[src/rtl/seq_ctrl_pkg.sv]
// Shared types and defaults for the serial pattern detector controller.
package seq_ctrl_pkg;

  localparam int M_DEF     = 8;
  localparam int CNT_W_DEF = 8;
  localparam int WIN_W_DEF = 16;

  typedef enum logic [1:0] {
    ST_IDLE = 2'd0,
    ST_RUN  = 2'd1,
    ST_DONE = 2'd2
  } state_t;

  // A pattern length is usable only when it is non-zero and fits the pattern register.
  function automatic logic len_ok(input logic [3:0] len, input int max_len);
    return (len != 4'd0) && (int'(len) <= max_len);
  endfunction

endpackage

[src/rtl/seq_match.sv]
// History shift register, fill tracking and masked compare for one run.
// match is combinational and qualifies the bit being shifted in this cycle.
module seq_match
  import seq_ctrl_pkg::*;
#(
  parameter int M = M_DEF
) (
  input  logic         clk,
  input  logic         rst_n,
  input  logic         clr,
  input  logic         shift_en,
  input  logic         bit_in,
  input  logic [M-1:0] pat,
  input  logic [3:0]   len,
  input  logic         ovl,
  output logic         match
);

  localparam int FW = $clog2(M + 1);

  logic [M-1:0]  hist;
  logic [M-1:0]  hist_next;
  logic [M-1:0]  mask;
  logic [FW-1:0] fill;
  logic [FW-1:0] fill_next;

  // NOTE: always_comb assigns every output on every path, so no latch can be inferred.
  always_comb begin
    hist_next = {hist[M-2:0], bit_in};
    fill_next = (int'(fill) == M) ? fill : fill + FW'(1);
    // len == M wraps the shifted one to zero, giving an all-ones mask.
    mask      = (M'(1) << len) - M'(1);
    match     = shift_en && (int'(fill_next) >= int'(len)) &&
                ((hist_next & mask) == (pat & mask));
  end

  // NOTE: sequential state uses non-blocking assignments so every register samples pre-edge values.
  always_ff @(posedge clk or negedge rst_n) begin
    if (!rst_n) begin
      hist <= '0;
      fill <= '0;
    end else if (clr) begin
      hist <= '0;
      fill <= '0;
    end else if (shift_en) begin
      if (match && !ovl) begin
        hist <= '0;
        fill <= '0;
      end else begin
        hist <= hist_next;
        fill <= fill_next;
      end
    end
  end

endmodule

[src/rtl/seq_det_ctrl.sv]
// Configurable serial pattern detector: counts matches over a window of stream bits.
// Optional run abort input is enabled by defining SEQCTRL_ABORT_EN.
module seq_det_ctrl
  import seq_ctrl_pkg::*;
#(
  parameter int M     = M_DEF,
  parameter int CNT_W = CNT_W_DEF,
  parameter int WIN_W = WIN_W_DEF
) (
  input  logic             clk,
  input  logic             g_rst_n,
  input  logic             cfg_valid,
  output logic             cfg_ready,
  input  logic [M-1:0]     cfg_pat,
  input  logic [3:0]       cfg_len,
  input  logic             cfg_ovl,
  input  logic [WIN_W-1:0] cfg_win,
  input  logic             start,
  input  logic             bit_valid,
  input  logic             bit_in,
`ifdef SEQCTRL_ABORT_EN
  input  logic             abort,
`endif
  output logic             busy,
  output logic             hit,
  output logic [CNT_W-1:0] match_cnt,
  output logic             done,
  output logic             err
);

  state_t           state;
  logic             cfg_ok;
  logic [M-1:0]     pat_q;
  logic [3:0]       len_q;
  logic             ovl_q;
  logic [WIN_W-1:0] win_q;
  logic [WIN_W-1:0] bit_cnt;

  logic abort_req;
  logic start_go;
  logic win_end;
  logic shift_en;
  logic last_bit;
  logic match;

`ifdef SEQCTRL_ABORT_EN
  assign abort_req = abort;
`else
  assign abort_req = 1'b0;
`endif

  always_comb begin
    // A same-cycle configuration offer wins over start.
    start_go = (state == ST_IDLE) && start && !cfg_valid && cfg_ok;
    // Only reachable at bit_cnt == 0 for a zero-length window.
    win_end  = (bit_cnt == win_q);
    shift_en = (state == ST_RUN) && !abort_req && !win_end && bit_valid;
    last_bit = ((bit_cnt + WIN_W'(1)) == win_q);
  end

  seq_match #(.M(M)) u_match (
    .clk      (clk),
    .rst_n    (g_rst_n),
    .clr      (start_go),
    .shift_en (shift_en),
    .bit_in   (bit_in),
    .pat      (pat_q),
    .len      (len_q),
    .ovl      (ovl_q),
    .match    (match)
  );

  always_ff @(posedge clk or negedge g_rst_n) begin
    if (!g_rst_n) begin
      state     <= ST_IDLE;
      cfg_ok    <= 1'b0;
      pat_q     <= '0;
      len_q     <= '0;
      ovl_q     <= 1'b0;
      win_q     <= '0;
      bit_cnt   <= '0;
      match_cnt <= '0;
      cfg_ready <= 1'b1;
      busy      <= 1'b0;
      hit       <= 1'b0;
      done      <= 1'b0;
      err       <= 1'b0;
    end else begin
      hit  <= 1'b0;
      done <= 1'b0;
      err  <= 1'b0;
      unique case (state)
        ST_IDLE: begin
          if (cfg_valid) begin
            if (len_ok(cfg_len, M)) begin
              pat_q  <= cfg_pat;
              len_q  <= cfg_len;
              ovl_q  <= cfg_ovl;
              win_q  <= cfg_win;
              cfg_ok <= 1'b1;
            end else begin
              err <= 1'b1;
            end
          end else if (start) begin
            if (start_go) begin
              state     <= ST_RUN;
              bit_cnt   <= '0;
              match_cnt <= '0;
              cfg_ready <= 1'b0;
              busy      <= 1'b1;
            end else begin
              err <= 1'b1;
            end
          end
        end
        ST_RUN: begin
          if (abort_req || win_end) begin
            state <= ST_DONE;
            busy  <= 1'b0;
            done  <= 1'b1;
          end else if (shift_en) begin
            bit_cnt <= bit_cnt + WIN_W'(1);
            if (match) begin
              hit <= 1'b1;
              if (match_cnt != {CNT_W{1'b1}}) match_cnt <= match_cnt + CNT_W'(1);
            end
            if (last_bit) begin
              state <= ST_DONE;
              busy  <= 1'b0;
              done  <= 1'b1;
            end
          end
        end
        ST_DONE: begin
          state     <= ST_IDLE;
          cfg_ready <= 1'b1;
        end
        default: begin
          state     <= ST_IDLE;
          cfg_ready <= 1'b1;
          busy      <= 1'b0;
        end
      endcase
    end
  end

endmodule

[config.mk]
export PLATFORM = sky130hd
export DESIGN_NAME = seq_det_ctrl
export DESIGN_NICKNAME = d
export VERILOG_FILES = /design/src/rtl/seq_ctrl_pkg.sv /design/src/rtl/seq_match.sv /design/src/rtl/seq_det_ctrl.sv
export SDC_FILE = /design/constraint.sdc
export NUM_CORES = 1
export LEC_CHECK = 0
export ABC_AREA = 1
export CAP_MARGIN = 10
export CORE_MARGIN = 2
export CORE_UTILIZATION = 57
export CTS_CLUSTER_SIZE = 24
export DETAILED_ROUTE_END_ITERATION = 10
export GPL_ROUTABILITY_DRIVEN = 0
export GPL_TIMING_DRIVEN = 0
export PLACE_DENSITY = 0.78
export RECOVER_POWER = 50
export SLEW_MARGIN = 20
export SYNTH_ARGS = -nofsm -noshare
export SYNTH_HDL_FRONTEND = slang
export SYNTH_SLANG_ARGS = --single-unit
[constraint.sdc]
create_clock -name clk -period 2.6 [get_ports clk]
set_input_delay 0.52 -clock clk [delete_from_list [all_inputs] [get_ports clk]]
set_output_delay 0.52 -clock clk [all_outputs]
set_load 0.02 [all_outputs]
* Word level (Yosys, flattened, before mapping)
Index checks and enable logic that the tools add are counted.
** Cells by class
- $mul :: 0
- Bitwise operators :: 4
- Shifts and indexed selects :: 1
- Divide/modulo/power cells :: 0
- Reduce and logical (&&, ||, !) cells :: 22
- $add $sub $neg :: 4
- Mux-type cells :: 52
- Order comparisons :: 2
- Eq/ne operators :: 16
** Operators by type and width (count)
- $mux W16 :: 5
- $mux W8 :: 7
- $eq A16 B16 Y1 :: 2
- $pmux W16 S2 :: 1
- $mux W1 :: 22
- $mux W7 :: 3
- $add A16 B1 Y16 const B :: 1
- $and A8 B8 Y8 :: 2
- $mux W4 :: 4
- $pmux W8 S2 :: 1
- $mux W2 :: 6
- $reduce_and A6 Y1 :: 2
- $logic_and A1 B1 Y1 :: 9
- $add A8 B1 Y8 const B :: 1
- $eq A8 B8 Y1 :: 1
- $ne A2 B2 Y1 const B :: 4
- $ne A8 B8 Y1 const B :: 1
- $reduce_and A8 Y1 :: 1
- $shl A1 B4 Y8 const A :: 1
- $sub A8 B2 Y8 const B :: 1
- $ne A2 B1 Y1 const B :: 3
- $reduce_and A5 Y1 :: 1
- $add A4 B1 Y4 const B :: 1
- $eq A4 B4 Y1 const B :: 1
- 16 further kinds :: 20
** Storage, ports and cells
- ROM bits :: 0
- Latch bits :: 0
- Memories :: 0
- Word-level logic and storage cells :: 116
- Register bits :: 72
- RAM bits :: 0
- Bits of input ports :: 35

* Depth between registers and ports, before layout
Gate-level depths: netlist of the first run.
- Depth in word-level cells :: 10
- Mapped depth :: 18
- Mapped depth without buffers :: 17

* Cells and area by module
From an unflattened synthesis of the first run, not the netlist that was laid out.
** Unflattened totals
- Cell total of the unflattened synthesis :: 579
- Area total of the unflattened synthesis :: 4525.6 µm²
** By module, submodules not included
- seq_det_ctrl :: cells an instance 421, area each 3479.6 µm², seq. area each 1527.7 µm², instances 1
- seq_match :: cells an instance 158, area each 1046.0 µm², seq. area each 275.3 µm², instances 1

* Worst setup path before layout of the first run
OpenSTA, ideal clock, no wires.
- Path type :: reg2reg
- From :: reg u_match.fill[0]
- To :: reg u_match.hist[1]
- Arrival :: 2.062 ns
- Setup slack :: 0.422 ns
- Buffers on the path :: 1
- Stages on the path, launching flop included :: 18
- Path through :: dfrtp_1 -> inv_1 -> ha_1 -> nand2_1 -> nor2_1 -> xor2_1 -> inv_1 -> ha_1 -> nand4_1 -> nand3_1 -> nand3_1 -> nor2_1 -> nand2_1 -> nor2_1 -> nor2_2 -> buf_6 -> nand2_1 -> nand2_1
** On the way
- Longest elaborated chain between the ends :: 9
- Elaborated cells between the ends (all ways) :: 10
- Those cells by class :: add/sub: 1; order compare: 1; eq/ne: 1; mux: 4; reduce/logical: 3
** Ends and longest elaborated chain
- start: declaration :: line seq_match.sv:24 : logic [FW-1:0] fill;
- start signal: assignment :: line seq_match.sv:51 : fill <= fill_next;
- $add A4 B1 Y4 or $eq A4 B4 Y1 (tied branches) :: line seq_match.sv:30 : fill_next = (int'(fill) == M) ? fill : fill + FW'(1);
- $mux W4 (*) :: line seq_match.sv:30
- $ge A4 B4 Y1 (*) :: line seq_match.sv:33 : match = shift_en && (int'(fill_next) >= int'(len)) &&
- $logic_and A1 B1 Y1 (*) (2 in series) :: line seq_match.sv:33
- $logic_and A1 B1 Y1 (*) :: line seq_match.sv:46 : if (match && !ovl) begin
- $mux W7 (*) :: line seq_match.sv:46
- $mux W7 (*) :: line seq_match.sv:45 : end else if (shift_en) begin
- $mux W7 (*) :: line seq_match.sv:42 : end else if (clr) begin
- end signal: assignment :: line seq_match.sv:50 : hist <= hist_next;
- end: declaration :: line seq_match.sv:21 : logic [M-1:0] hist;
Mark *: on every way between the ends. The rest lies on a longest branch, timed or not. The select of a mux whose other input is x is not followed.
A chain may end at the register's enable or synchronous reset.

* Worst setup path after layout of the first run
Ends and elaborated chain as after synthesis.

==> summary.txt, run 1 <==
Floorplanning
  – Core Region: 0.00725 mm^2
  – # IOs: 48
  – Initial Util: 59.0%
  – Chip height: 90.7 um
  – Die width: 90.7 um
  – FP Rows: 31
  – Die area: 0.00822 mm^2

Worst setup path
  – Reg-to-reg slack, setup: 0.05 ns
  – WS Path Type: reg -> reg
  – Crit Path Max Fanout: 5
  – Worst path required time: 2.84 ns
  – Crit path DAT: 2.79 ns
  – Worst R2R Start: u_match.fill[0]
  – Critical Path Source Type: flop
  – R2r worst-path depth: 18
  – Worst Setup SP: u_match.fill[0]
  – R2R Path End: u_match.hist[1]
  – Crit end category: flop
  – CP Capture Point: u_match.hist[1]

Drt
  – Wire per inst: 14.7 um
  – Number of remaining DRC errors: 0
  – DR pass1 iterations: 5
  – Vias per cell: 5.48
  – DRC marker count from the first detailed-route iteration: 225
  – Final ANT Viol Nets: 0
  – Via Count: 4,092
  – Total Wirelength: 11,000 um

Global routing
  – First-pass GRT wire length: 17,800 um
  – Largest net degree at the start of global routing: 55
  – GRT Total Usage: 26.9%
  – Remaining Overflow, GRT: 0
  – Vias in the first global route: 3,997
  – Initial antenna violation count: 0

Layout
  – Final net count: 687
  – Layout Cells excl Fill: 747
  – Finished Core Util: 72.5%
  – Fillers: 564
  – N_diodes: 0
  – Layout cells sized above 1: 11.9%
  – Area delta synth->final: 22.9%

Timing
  – Hold Vio Cnt, Final: 0
  – Skew final: 0.0111 ns
  – Final period util: 98.0%
  – Slew headroom: 24.6%
  – Worst slew pin tran: 1.13 ns
  – Max Clock Freq: 393 MHz
  – Slew Limit Fails: 0
  – Final Setup Violations: 0
  – Final min period: 2.55 ns

Run
  – Maxcap violations: 0

Synth
  – Post-Syn Area: 0.00428 mm^2
  – Top cells by area, synth: dfrtp_1 (42%), nand2_1 (16%), nor2_1 (5.5%), nand3_1 (5.4%), inv_1 (5.3%)
  – Seq cells post-synth: 72
  – Distinct cell type count after synthesis: 33
  – Synth Instances: 579
  – Post-Synthesis Mean Instance Area: 7.39 um^2
  – Yosys Warn Count: 0
  – Register area share after synthesis: 42.1%
  – Top-area cell type share of the netlist area: 41.5%
  – Area leader, netlist: dfrtp_1
  – Post-synth net total: 623

CTS
  – Inserted Clock Buffers: 9
  – Max Root-Sink Buffers: 2
  – H-tree depth: 3
  – Clock transition at path regs: 0.09 ns
  – Hold-fix buffers, CTS: 0
  – CTS tree: built
  – Clock sinks: 72
  – Root buf cell: clkbuf_8
  – Worst-Skew Late Latency: 0.35 ns

Hold path
  – Hold/Removal Path Class: in -> async

Place
  – Buffers on Ports: 47
  – DP HPWL: 7730 um
  – Dpl cells: 726

Power
  – Cell Pwr Density: 982 mW/mm^2
  – VDD IR max: 0.000469 V
  – Pleak: 2.60 nW

Status
  – Status: complete, no violations
==> Yosys cell counts <==
cell / number
a21oi_1: 24
o211ai_1: 2
dfrtp_1: 71
inv_2: 12
nand3_4: 1
buf_1: 1
ha_1: 9
xnor2_1: 6
inv_1: 61
nor3b_1: 1
o31ai_1: 1
nor4_4: 1
nor2_2: 3
o21ai_0: 18
dfstp_2: 1
clkbuf_1: 7
nor3_1: 17
nand2_1: 177
nand2_2: 2
mux2_2: 10
a31oi_4: 1
or2_2: 2
nand2_4: 2
nand4_1: 13
a31oi_1: 3
o21bai_1: 2
nand3b_1: 2
xor2_1: 12
nand3_1: 46
buf_6: 2
nor2_1: 63
buf_2: 2
nor2_4: 4
==> routing by layer <==
| layer | track usage [%] | wire, um |
|---|---|---|
| met1 | 33.1 | 4620 |
| met4 | 13.1 | 400 |
| met5 | 0 | 0 |
| met2 | 46.5 | 5460 |
| met3 | 3.51 | 513 |
==> registers in the layout (all words and copies together) (netlist names), 2 cells and up <==
signal        flops
bit_cnt          16
win_q            16
match_cnt         8
pat_q             8
u_match.hist      7
len_q             4
u_match.fill      4
state             2
==> worst min-delay path by stage <==
stage	startpoint	endpoint	slack [ns]	cells past startpoint
2_1_floorplan	g_rst_n	bit_cnt[0]	0.22	0
3_3_place_gp	cfg_ready	cfg_ready	0.47	2
3_5_place_dp	g_rst_n	pat_q[1]	0.42	1
4_1_cts	g_rst_n	pat_q[1]	0.03	1
5_1_grt	g_rst_n	pat_q[1]	0.46	1
6_report	g_rst_n	win_q[3]	0.36	1
==> cell families after synthesis <==
| group | after synthesis | share of synthesized area [%] |
|---|---|---|
| simple gates | 334 | 34.3 |
| compound gates | 51 | 6.72 |
| mux | 10 | 2.63 |
| fa+ha+maj | 9 | 2.63 |
| flops | 72 | 42.1 |
| buf+inv | 85 | 7.86 |
| xor+xnor | 18 | 3.68 |
==> metrics by stage <==
step / TNS, ns / total power [mW] / instance area, um^2 / setup WS, ns / hold slack, ns
after global placement: -103.51 / 3.76 / 4870 / -1.44 / 0.470
final: 0 / 5.17 / 5260 / 0.0530 / 0.357
after floorplan: 0 / 3.28 / 4280 / 0.422 / 0.224
after detailed placement: -2.09 / 3.88 / 4900 / -0.117 / 0.418
after global routing: -0.657 / 5.54 / 5260 / -0.0652 / 0.455
after CTS: 0 / 4.98 / 5140 / 0.0224 / 0.0309
==> where the power goes <==
group          switching, mW  internal, mW  total [mW]
clock                  0.454         0.645        1.10
sequential             0.382          1.50        1.89
combinational           1.28         0.903        2.18
==> layout make-up <==
cell class,instances,area (um^2),area share (%)
clock buffers,10,128,2.43
flip-flops and latches,72,1800,34.3
multi-input cells,423,2230,42.4
clock inverters,6,115,2.19
repair buffers,52,526,9.99
plain buffers,12,62.6,1.19
inverters,73,274,5.21
well taps,99,124,2.35
==> critical path, stage by stage, from the launching register on <==
cell,delay [ns]
dfrtp_1,0.43
inv_2,0.08
ha_2,0.16
nand2_2,0.07
nor2_4,0.15
xor2_2,0.17
inv_1,0.10
ha_4,0.17
nor2_2,0.07
o211ai_1,0.11
nand3_1,0.11
nand3_2,0.10
nor2_4,0.16
nand2_2,0.10
nor2_4,0.13
nor2_4,0.05
buf_6,0.13
nand2_1,0.07
nand2_1,0.06
==> what timing repair did <==
| item | 4_1_cts | 5_1_grt |
|---|---|---|
| setup buffers | 0 | 3 |
| setup endpoints to repair | 0 | 19 |
| gates resized for setup | 0 | 22 |
==> placed cells by master, fill, tap and decap left out, drive strengths merged, types with 2 or more instances in the layout <==
master / Yosys / layout
inv: 73 / 75
o211ai: 2 / 2
mux2: 10 / 10
o21ai: 18 / 18
nand2: 181 / 182
a21oi: 24 / 24
nand3: 47 / 47
nand3b: 2 / 2
nor2: 70 / 70
nand4: 13 / 13
o21bai: 2 / 2
dlygate4sd3: 0 / 6
xnor2: 6 / 6
clkdlybuf4s50: 0 / 40
buf: 5 / 10
bufinv: 0 / 3
ha: 9 / 9
a31oi: 4 / 4
dfrtp: 71 / 71
clkbuf: 7 / 18
nor3: 17 / 17
xor2: 12 / 12
or2: 2 / 2
(Power assumes the default switching activity.)
==> run 2: changes to the inputs <==
- CORE_UTILIZATION: 57 -> 59
- CTS_BUF_LIST: unset -> sky130_fd_sc_hd__clkbuf_4
- GPL_ROUTABILITY_DRIVEN: 0 -> 1
- PLACE_DENSITY: 0.78 -> 0.8
- SYNTH_HIERARCHICAL: unset -> 1
==> summary.txt, run 2 <==
Layout
  – Top flop regs: bit_cnt: 16 flops, win_q: 16 flops
  – Most common cell after layout, fill and taps aside: nand2_1
  – Layout cells sized above 1: 22.9% (+11 points)
  – Finished Core Util: 76.3% (+3.8 points)
  – Area delta synth->final: 23.6%
  – N_diodes: 0 (unchanged)
  – Fillers: 522 (-7.4%)
  – Fin area: 0.00559 mm^2 (+6.3%)
  – Most frequent cells in the layout: nand2_1 (148), inv_1 (64), dfrtp_1 (64)
  – Layout Cells excl Fill: 767 (+2.7%)
  – Final net count: 707 (+2.9%)

Drt
  – Total Wirelength: 10,900 um (-0.60%)
  – Number of remaining DRC errors: 0 (unchanged)
  – DRC marker count from the first detailed-route iteration: 308 (+37%)
  – DR pass1 iterations: 5 (unchanged)
  – Final ANT Viol Nets: 0 (unchanged)
  – Top sig layer: met4
  – Vias per cell: 5.39 (-1.6%)
  – Met2 wire len: 5340 um (-2.3%)
  – Wire per inst: 14.2 um (-3.2%)
  – M1 WL: 4710 um (+2.0%)
  – Met3 wire len: 655 um (+28%)
  – Via Count: 4,135 (+1.1%)

Synth
  – EDFF count, synth: 0 (unchanged)
  – Top cells by area, synth: dfrtp_1 (39%), nand2_1 (13%), mux2_2 (6.0%), inv_1 (5.4%), nor2_1 (5.3%)
  – Post-Synthesis Mean Instance Area: 7.82 um^2 (+5.7%)
  – Area leader, netlist: dfrtp_1
  – Post-Syn Area: 0.00453 mm^2 (+5.7%)
  – Post-synth net total: 623 (unchanged)
  – Count leader, synth: nand2_1
  – Top FF cell, synth: dfrtp_1
  – Top-area cell type share of the netlist area: 39.3% (-2.2 points)
  – Register area share after synthesis: 39.8% (-2.3 points)
  – Distinct cell type count after synthesis: 38 (+15%)
  – Synth Instances: 579 (unchanged)
  – Asr flop ratio synth: 100% (unchanged)
  – Yosys Warn Count: 6 (+6)
  – Seq cells post-synth: 72 (unchanged)
  – Top post-synthesis cells by count: nand2_1 (154), dfrtp_1 (71), inv_1 (65)

CTS
  – Inserted Clock Buffers: 9 (unchanged)
  – Max Root-Sink Buffers: 2 (unchanged)
  – Clock sinks: 72 (unchanged)
  – Clock transition at path regs: 0.12 ns (+0.03 ns)
  – H-tree depth: 3 (unchanged)
  – CTS tree: built
  – Worst-Skew Late Latency: 0.42 ns (+0.07 ns)
  – Root buf cell: clkbuf_4

Status
  – Failing checks: capacitance limit, slew limit
  – Status: finished with violations

Floorplanning
  – Chip height: 91.6 um (+1.0%)
  – # IOs: 48 (unchanged)
  – Die area: 0.00839 mm^2 (+2.1%)
  – Initial Util: 61.7% (+2.7 points)
  – FP Rows: 31 (unchanged)
  – Core Region: 0.00733 mm^2 (+1.1%)
  – Die width: 91.6 um (+1.0%)

Timing
  – Max Clock Freq: 395 MHz (+0.58%)
  – Slew headroom: -9.78% (-34 points)
  – Worst hold slack: 0.478 ns (+0.121 ns)
  – Slew Limit Fails: 29 (+29)
  – Final min period: 2.53 ns (-0.0146 ns)
  – Final period util: 97.4% (-0.56 points)
  – Skew final: 0.0158 ns (+0.00468 ns)
  – Hold Vio Cnt, Final: 0 (unchanged)
  – RSZ-0062 raised after global routing: true
  – Final Setup Violations: 0 (unchanged)
  – Worst slew pin tran: 1.65 ns (+0.516 ns)

Global routing
  – Initial antenna violation count: 0 (unchanged)
  – Remaining Overflow, GRT: 0 (unchanged)
  – GRT Total Usage: 26.3% (-0.54 points)
  – Vias in the first global route: 3,737 (-6.5%)
  – First-pass GRT wire length: 17,500 um (-1.6%)
  – Largest net degree at the start of global routing: 45 (-18%)

Place
  – Post-DP Area: 0.00514 mm^2 (+5.0%)
  – DP HPWL: 7650 um (-0.97%)
  – Global placement routability congestion: 0.937
  – Dpl cells: 726 (unchanged)
  – Buffers on Ports: 47 (unchanged)

Power
  – Psw: 1.56 mW (-26%)
  – Combinational Power Share: 42.3% (about the same)
  – Total chip power: 4.03 mW (-22%)
  – Clock group share of total power: 17.9% (-3.4 points)
  – Cell Pwr Density: 721 mW/mm^2 (-27%)
  – Pleak: 2.75 nW (+5.5%)
  – Switching fraction of total power: 38.6% (-2.3 points)
  – Sequential share of power: 39.8% (+3.3 points)
  – Internal Pwr Total: 2.47 mW (-19%)
  – VDD IR max: 0.000431 V (-8.3%)

Hold path
  – Hold/Removal Path Class: reg -> reg
  – Worst Hold Launch: cfg_ok

Worst setup path
  – Crit path DAT: 2.88 ns (+0.09 ns)
  – Worst Setup SP: state[1]
  – Worst R2R Start: state[1]
  – Crit Path Max Fanout: 6 (+1)
  – Crit end category: flop
  – Critical Path Source Type: flop
  – Worst path required time: 2.95 ns (+0.11 ns)
  – WS Path Type: reg -> reg

Run
  – Maxcap violations: 1 (+1)
-- run 2: cell count changes after synthesis, moves of 5 or more --
| cell | delta |
|---|---|
| a21oi_1 | -18 |
| o21ai_1 | +14 |
| nor2_2 | +5 |
| mux2_2 | +14 |
| nand3_1 | -10 |
| nand2_2 | +22 |
| nor3_1 | -15 |
| inv_2 | -8 |
| xor2_1 | +15 |
| nand2_1 | -23 |
-- run 2: through the flow --
stage / TNS (ns) / setup WS, ns
floorplan: 0 / 0.257
global placement: -104.51 / -1.46
detailed placement: -1.63 / -0.232
CTS: 0 / 0.00268
global route: -0.841 / -0.110
finish: 0 / 0.0676
-- run 2: cell families (layout without fill, tap and decap cells) --
kind of cell | Yosys count | after routing | synth area share (%)
AOI/OAI and AO/OA | 39 | 39 | 4.84
xor gates and xnor gates | 37 | 37 | 7.16
adders and majority gates | 9 | 9 | 2.49
buffers and inverters | 82 | 171 | 7.74
DFF | 72 | 72 | 39.8
muxes | 24 | 24 | 5.97
and+or+nand+nor | 316 | 316 | 32.0
-- run 2: cell type report --
type | instances | area (um^2) | area share, %
clock inverter | 3 | 37.5 | 0.671
timing repair buffer | 75 | 716 | 12.8
inverter | 69 | 262 | 4.68
buffer | 11 | 86.3 | 1.54
sequential | 72 | 1810 | 32.4
tap | 99 | 124 | 2.21
clock buffer | 13 | 97.6 | 1.74
multi-input combinational | 425 | 2460 | 44.0
-- run 2: repair_timing --
action / CTS / global route
setup buffers: 7 / 19
hold buffers: 0 / 0
pin swaps: 6 / 12
endpoints found under the setup margin: 8 / 13
gates cloned: 0 / 1
gates resized for setup: 7 / 27
-- run 2: power groups by stage --
stage / clock network, mW / logic (mW) / registers [mW]
after floorplan: 0 / 1.08 / 1.58
after global placement: 0 / 1.40 / 1.59
after detailed placement: 0 / 1.47 / 1.60
after CTS: 0.733 / 1.53 / 1.58
after global routing: 0.785 / 1.91 / 1.64
final: 0.723 / 1.71 / 1.60
-- run 2: layer usage --
metal | track usage [%] | vias to the layer above
met5 | 0 | -
met4 | 9.97 | 0
met3 | 3.57 | 24
met2 | 43.6 | 167
met1 | 35.2 | 1957
li1 | - | 1987
-- run 2: worst max-delay path, cell delays in order (launching register included) --
cell and delay [ns]:
dfrtp_1 0.46, nor2_2 0.26, inv_1 0.19, nor2_4 0.17, nand2_4 0.08, inv_4 0.07, o21ai_4 0.06, nor2_2 0.13
nand3_2 0.11, nor3b_2 0.20, inv_1 0.11, o21ai_2 0.18, nand3_4 0.14, clkbuf_16 0.19, o21ai_2 0.12
-- run 2: worst paths after layout --
check / cells past startpoint / end / slack [ns]
max in group asynchronous: 1 / bit_cnt[11] / 1.02
setup / recovery: 14 / match_cnt[5] / 0.07
setup reg to reg: 14 / match_cnt[5] / 0.07
hold reg to reg: 2 / cfg_ok / 0.48
min in group asynchronous: 1 / bit_cnt[4] / 0.50
hold / removal: 2 / cfg_ok / 0.48
